**config.mk**
```make
export PLATFORM = sky130hd
export DESIGN_NAME = uart_tx_arbiter_flat
export DESIGN_NICKNAME = d
export VERILOG_FILES = /design/src/rtl/uart_tx_arbiter_if.sv /design/src/rtl/uart_tx_arbiter.sv /design/src/flat_wrapper.sv
export SDC_FILE = /design/constraint.sdc
export NUM_CORES = 1
export LEC_CHECK = 0
export CAP_MARGIN = 5
export CORE_MARGIN = 2
export CORE_UTILIZATION = 33
export DETAILED_ROUTE_END_ITERATION = 7
export PLACE_DENSITY = 0.74
export RECOVER_POWER = 50
export SLEW_MARGIN = 20
export SYNTH_ARGS = -nofsm -noshare
export SYNTH_HDL_FRONTEND = slang
export SYNTH_SLANG_ARGS = --single-unit
```
**constraint.sdc**
```tcl
create_clock -name clk -period 1.4 [get_ports clk]
set_input_delay 0.28 -clock clk [delete_from_list [all_inputs] [get_ports clk]]
set_output_delay 0.28 -clock clk [all_outputs]
set_load 0.005 [all_outputs]
```
**src/rtl/uart_tx_arbiter_if.sv**
```systemverilog
// uart_tx_arbiter_if: requester-side and FIFO-side signals of the UART TX arbiter
interface uart_tx_arbiter_if #(parameter int NUM_REQ = 4);
  logic i_enable;
  logic [NUM_REQ-1:0] i_req_valid;
  logic [8*NUM_REQ-1:0] i_req_data;
  logic [NUM_REQ-1:0] i_req_last;
  logic [NUM_REQ-1:0] o_req_ready;
  logic [NUM_REQ-1:0] o_grant;
  logic o_busy;
  logic o_fifo_wr_en;
  logic [7:0] o_fifo_wr_data;
  logic i_fifo_full;
  logic i_err_clear;
  logic o_timeout_error;
  modport master (
    output i_enable, i_req_valid, i_req_data, i_req_last, i_fifo_full, i_err_clear,
    input o_req_ready, o_grant, o_busy, o_fifo_wr_en, o_fifo_wr_data, o_timeout_error
  );
  modport slave (
    input i_enable, i_req_valid, i_req_data, i_req_last, i_fifo_full, i_err_clear,
    output o_req_ready, o_grant, o_busy, o_fifo_wr_en, o_fifo_wr_data, o_timeout_error
  );
endinterface

```
**src/rtl/uart_tx_arbiter.sv**
```systemverilog
// uart_tx_arbiter: message-granular round-robin onto the UART TX FIFO port; UART_TX_ARB_TIMEOUT_EN adds stalled-grant revocation
module uart_tx_arbiter #(
  parameter int NUM_REQ = 4,
  parameter int TIMEOUT_CYCLES = 256
) (
  input logic clk,
  input logic rst,
  uart_tx_arbiter_if.slave bus
);
  localparam int PW = $clog2(NUM_REQ);
  typedef enum logic {IDLE, LOCKED} state_t;
  state_t state, state_n;
  logic [PW-1:0] gidx, gidx_n, ptr, ptr_n, inc;
  logic [NUM_REQ-1:0] grant, ready;
  logic accept, last, wr_en, timeout;
  logic [7:0] wr_data;
  function automatic logic [PW-1:0] pick(input logic [NUM_REQ-1:0] v, input logic [PW-1:0] p);
    int k;
    pick = p;
    for (int i = NUM_REQ - 1; i >= 0; i--) begin
      k = (int'(p) + i) % NUM_REQ;
      if (v[k[PW-1:0]]) pick = k[PW-1:0];
    end
  endfunction
  assign ready = (state == LOCKED && !bus.i_fifo_full && !wr_en) ? grant : '0;
  assign accept = |(bus.i_req_valid & ready);
  assign last = |(bus.i_req_valid & ready & bus.i_req_last);
  assign inc = (gidx == PW'(NUM_REQ - 1)) ? '0 : gidx + 1'b1;
  assign bus.o_req_ready = ready;
  assign bus.o_grant = grant;
  assign bus.o_busy = (state == LOCKED);
  assign bus.o_fifo_wr_en = wr_en;
  assign bus.o_fifo_wr_data = wr_data;
`ifdef UART_TX_ARB_TIMEOUT_EN
  localparam int CW = $clog2(TIMEOUT_CYCLES) + 1;
  logic [CW-1:0] cnt;
  logic err;
  assign timeout = state == LOCKED && !bus.i_req_valid[gidx] && cnt == CW'(TIMEOUT_CYCLES - 1);
  assign bus.o_timeout_error = err;
  always_ff @(posedge clk) begin
    if (rst || state != LOCKED || accept) cnt <= '0;
    else if (!bus.i_req_valid[gidx]) cnt <= cnt + 1'b1;
    if (rst) err <= 1'b0;
    else err <= timeout ? 1'b1 : (bus.i_err_clear ? 1'b0 : err);
  end
`else
  logic unused;
  assign unused = bus.i_err_clear | (TIMEOUT_CYCLES == 0);
  assign timeout = 1'b0;
  assign bus.o_timeout_error = 1'b0;
`endif
  always_comb begin
    state_n = state;
    gidx_n = gidx;
    ptr_n = ptr;
    if (state == IDLE) begin
      if (bus.i_enable && |bus.i_req_valid) begin
        state_n = LOCKED;
        gidx_n = pick(bus.i_req_valid, ptr);
      end
    end else if (last || timeout) begin
      state_n = IDLE;
      ptr_n = inc;
    end
  end
  always_ff @(posedge clk) begin
    if (rst) begin
      state <= IDLE;
      gidx <= '0;
      ptr <= '0;
      grant <= '0;
      wr_en <= 1'b0;
      wr_data <= '0;
    end else begin
      state <= state_n;
      gidx <= gidx_n;
      ptr <= ptr_n;
      grant <= (state_n == LOCKED) ? NUM_REQ'(1) << gidx_n : '0;
      wr_en <= accept;
      if (accept) wr_data <= bus.i_req_data[8*gidx +: 8];
    end
  end
endmodule
```
**src/flat_wrapper.sv**
```systemverilog
// flat-port wrapper written by rule: the top's interface ports become plain ports
module uart_tx_arbiter_flat 
#(
  parameter int NUM_REQ = 4,
  parameter int TIMEOUT_CYCLES = 256
)
  (clk, rst, bus_i_enable, bus_i_req_valid, bus_i_req_data, bus_i_req_last, bus_i_fifo_full, bus_i_err_clear, bus_o_req_ready, bus_o_grant, bus_o_busy, bus_o_fifo_wr_en, bus_o_fifo_wr_data, bus_o_timeout_error);
  uart_tx_arbiter_if #(.NUM_REQ(NUM_REQ)) bus_i ();
  input logic clk;
  input logic rst;
  input wire logic [$bits(bus_i.i_enable)-1:0] bus_i_enable;
  input wire logic [$bits(bus_i.i_req_valid)-1:0] bus_i_req_valid;
  input wire logic [$bits(bus_i.i_req_data)-1:0] bus_i_req_data;
  input wire logic [$bits(bus_i.i_req_last)-1:0] bus_i_req_last;
  input wire logic [$bits(bus_i.i_fifo_full)-1:0] bus_i_fifo_full;
  input wire logic [$bits(bus_i.i_err_clear)-1:0] bus_i_err_clear;
  output wire logic [$bits(bus_i.o_req_ready)-1:0] bus_o_req_ready;
  output wire logic [$bits(bus_i.o_grant)-1:0] bus_o_grant;
  output wire logic [$bits(bus_i.o_busy)-1:0] bus_o_busy;
  output wire logic [$bits(bus_i.o_fifo_wr_en)-1:0] bus_o_fifo_wr_en;
  output wire logic [$bits(bus_i.o_fifo_wr_data)-1:0] bus_o_fifo_wr_data;
  output wire logic [$bits(bus_i.o_timeout_error)-1:0] bus_o_timeout_error;
  assign bus_i.i_enable = bus_i_enable;
  assign bus_i.i_req_valid = bus_i_req_valid;
  assign bus_i.i_req_data = bus_i_req_data;
  assign bus_i.i_req_last = bus_i_req_last;
  assign bus_i.i_fifo_full = bus_i_fifo_full;
  assign bus_i.i_err_clear = bus_i_err_clear;
  assign bus_o_req_ready = bus_i.o_req_ready;
  assign bus_o_grant = bus_i.o_grant;
  assign bus_o_busy = bus_i.o_busy;
  assign bus_o_fifo_wr_en = bus_i.o_fifo_wr_en;
  assign bus_o_fifo_wr_data = bus_i.o_fifo_wr_data;
  assign bus_o_timeout_error = bus_i.o_timeout_error;
  uart_tx_arbiter #(.NUM_REQ(NUM_REQ), .TIMEOUT_CYCLES(TIMEOUT_CYCLES)) u_core (.clk(clk), .rst(rst), .bus(bus_i));
endmodule
```
==> results.cfg <==
[critical_path]
r2r_slack_ns = -0.17
rr_startpoint = u_core.bus.o_fifo_wr_en
path_max_fanout = 4
startpoint = u_core.bus.o_fifo_wr_en
critPathArrivalTime_ns = 1.76
startpoint_type = flip-flop
endpoint_kind = flip-flop
required_ns = 1.59
r2r-end = u_core.bus.o_fifo_wr_data[3]
critPathKind = reg2reg
rr_worst_depth = 6

[finish]
antennaDiodeCount = 0
fin_area_um2 = 2000
syn_to_final_growth_pct = 92.8
nNetsFinal = 229
layout.cells.non_filler = 226
drive_gt1_share_pct = 34.1

[floorplanning]
die_h_um = 60.1
die_area_um2 = 3620
fp.dieW_um = 60.1
ioPinCount = 64
core-area_um2 = 3030
start_util_pct = 34.3
num_rows = 20

[pwr]
p_per_area_nw_per_um2 = 603
p_leak_nw = 0.805
vdd_drop_max_v = 0.000369

[min_path]
min_delay_path_depth = 2
hold_end = u_core.bus.o_fifo_wr_data[5]
min_from = u_core.bus.o_fifo_wr_data[5]
min-delay-path-class = reg2reg

[global_routing]
grt_pass1_vias = 1161
overflow = 0
grt_antenna_before_repair = 0
grt_max_degree = 14
grtUsageTotal_pct = 18.7
grt_pass1_wl_um = 5190

[clock_network]
cts_tree = done
cts_sinks = 18
cts_buffers = 3
cts_htree_levels = 1
root_buffer = clkbuf_4
path_clk_slew_ns = 0.11
hold_buffers = 0
clk_latency_ns = 0.29
clk_path_buf_depth = 2

[detailed_routing]
viasPerCell = 4.93
drt-initial-drc-count = 36
vias = 1114
wl_per_cell_um = 14.0
firstDrtPassIters = 4
routed_wl_um = 3160
drtAntennaViolNets = 0
drcViolationCount = 0

[synthesis]
synth-async-reset-ratio_pct = 0
synth_edf_count = 0
synth_top_flop_cell = dfxtp_1
synth.most_common_cell = dfxtp_1
syn_nets = 144
yosysWarnings = 0
avgSynthCellArea_um2 = 10.6
synth_top_cells_by_area = dfxtp_1 35%, mux4_2 17%, mux2i_1 9.6%, nor2_1 6.1%, nor2b_1 3.0%
ys_types = 32
synth_seq_cells = 18
synth_top_area_share_pct = 34.7
synth_area_leader_cell = dfxtp_1
synth_cells = 98
seq_area_frac_synth_pct = 34.7
synthesis.area_um2 = 1040
synth_commonest_cells = 18 x dfxtp_1, 17 x nor2_1, 10 x mux2i_1

[outcome]
status = complete, but fails checks
violations = setup timing

[placement]
gp_congestion = 0.734
numPortBuffers = 61
place_area_um2 = 1830
dp_cells = 213
dpl.hpwl_um = 2340

[timing]
setup_viol = 19
timing.final.max_slew_violations = 0
layout_min_cycle_time_ns = 1.57
max_freq_mhz = 637
tns_ns = -2.23
timing.final.crit_share_pct = 112
rsz0062_at_grt = yes
setup_ws_ns = -0.170
skew_ns = 0.00715
hold_viol = 0

[job]
maxCapViolCount = 0
[layout make-up]
class / count / area (um2)
tap: 44 / 55.1
sequential: 18 / 367
inverter: 1 / 3.75
clock buffer: 4 / 36.3
multi-input combinational: 74 / 728
fill: 245 / 1020
timing repair buffer: 85 / 815
[sequential cells by signal, indices dropped and copies added (netlist names)]
register	count
u_core.bus.o_busy	1
u_core.bus.o_fifo_wr_en	1
u_core.gidx	2
u_core.bus.o_fifo_wr_data	8
u_core.bus.o_grant	4
u_core.ptr	2
[routing by layer]
layer  vias up  routed length [um]  global-route usage [%]
li1        530                   -                       -
met1       517                1290                    22.6
met2        67                1580                    35.2
met3         0                 289                    3.46
met4         0                   0                    1.90
met5         -                   0                       0
[cells in the final DEF, fill, tap and decap left out, types with 2 or more instances in the layout]
cell type and instances:
nor2b_1 5, buf_12 2, clkbuf_4 3, a31oi_4 2, and2_1 3, dfxtp_2 5, nor3b_2 3, o21a_1 2
buf_4 15, dfxtp_1 13, clkdlybuf4s50_1 38, nor2_1 17, buf_2 4, mux4_2 8, buf_6 7, a22oi_1 2
dlygate4sd2_1 18, mux2i_1 10, nand3_1 4, o21bai_1 2
[cells by family after synthesis]
family	count (synthesis)	synth area share, %
flops	18	34.7
fa+ha+maj	1	1.20
other cells	1	0.361
mux	18	27.0
simple gates	41	22.1
buf+inv	6	3.37
compound gates	13	11.3
[power by group]
part           switching (mW)  internal (mW)  leakage (nW)
registers              0.0142          0.527         0.148
clock network           0.156          0.158        0.0210
logic                   0.117          0.236         0.636
total                   0.288          0.921         0.805
[timing repair]
item	4_1_cts	5_1_grt
endpoints found under the hold margin	0	0
pin swaps	9	6
gates cloned	0	1
setup buffers	9	0
resized for setup	64	2
endpoints found under the setup margin	35	22
[critical path, cell delays in order (launching register included)]
cell and delay (ns):
dfxtp_2 0.35, buf_6 0.11, or3b_4 0.40, a21oi_4 0.20
clkbuf_16 0.18, mux2i_1 0.17, nor2_1 0.07
[stage by stage]
step                      worst slack, ns  utilization [%]  power, mW  hold slack [ns]
after global placement             -0.541             60.3      0.855            0.472
after floorplan                  -0.00538                -      0.664            0.352
after CTS                          -0.154             65.8       1.21            0.504
final                              -0.170             66.2       1.21            0.526
after global routing               -0.222             66.2       1.27            0.561
after detailed placement           -0.563             60.3      0.862            0.491
[worst max path at each step]
| stage | endpoint | depth (start not counted) |
|---|---|---|
| 6_report | u_core.bus.o_fifo_wr_data[3] | 6 |
| 5_1_grt | u_core.ptr[1] | 6 |
| 4_1_cts | u_core.ptr[1] | 6 |
| 3_5_place_dp | bus_o_req_ready[2] | 4 |
| 3_3_place_gp | u_core.bus.o_grant[0] | 5 |
| 2_1_floorplan | u_core.bus.o_fifo_wr_data[0] | 4 |
(Power assumes the default switching activity.)
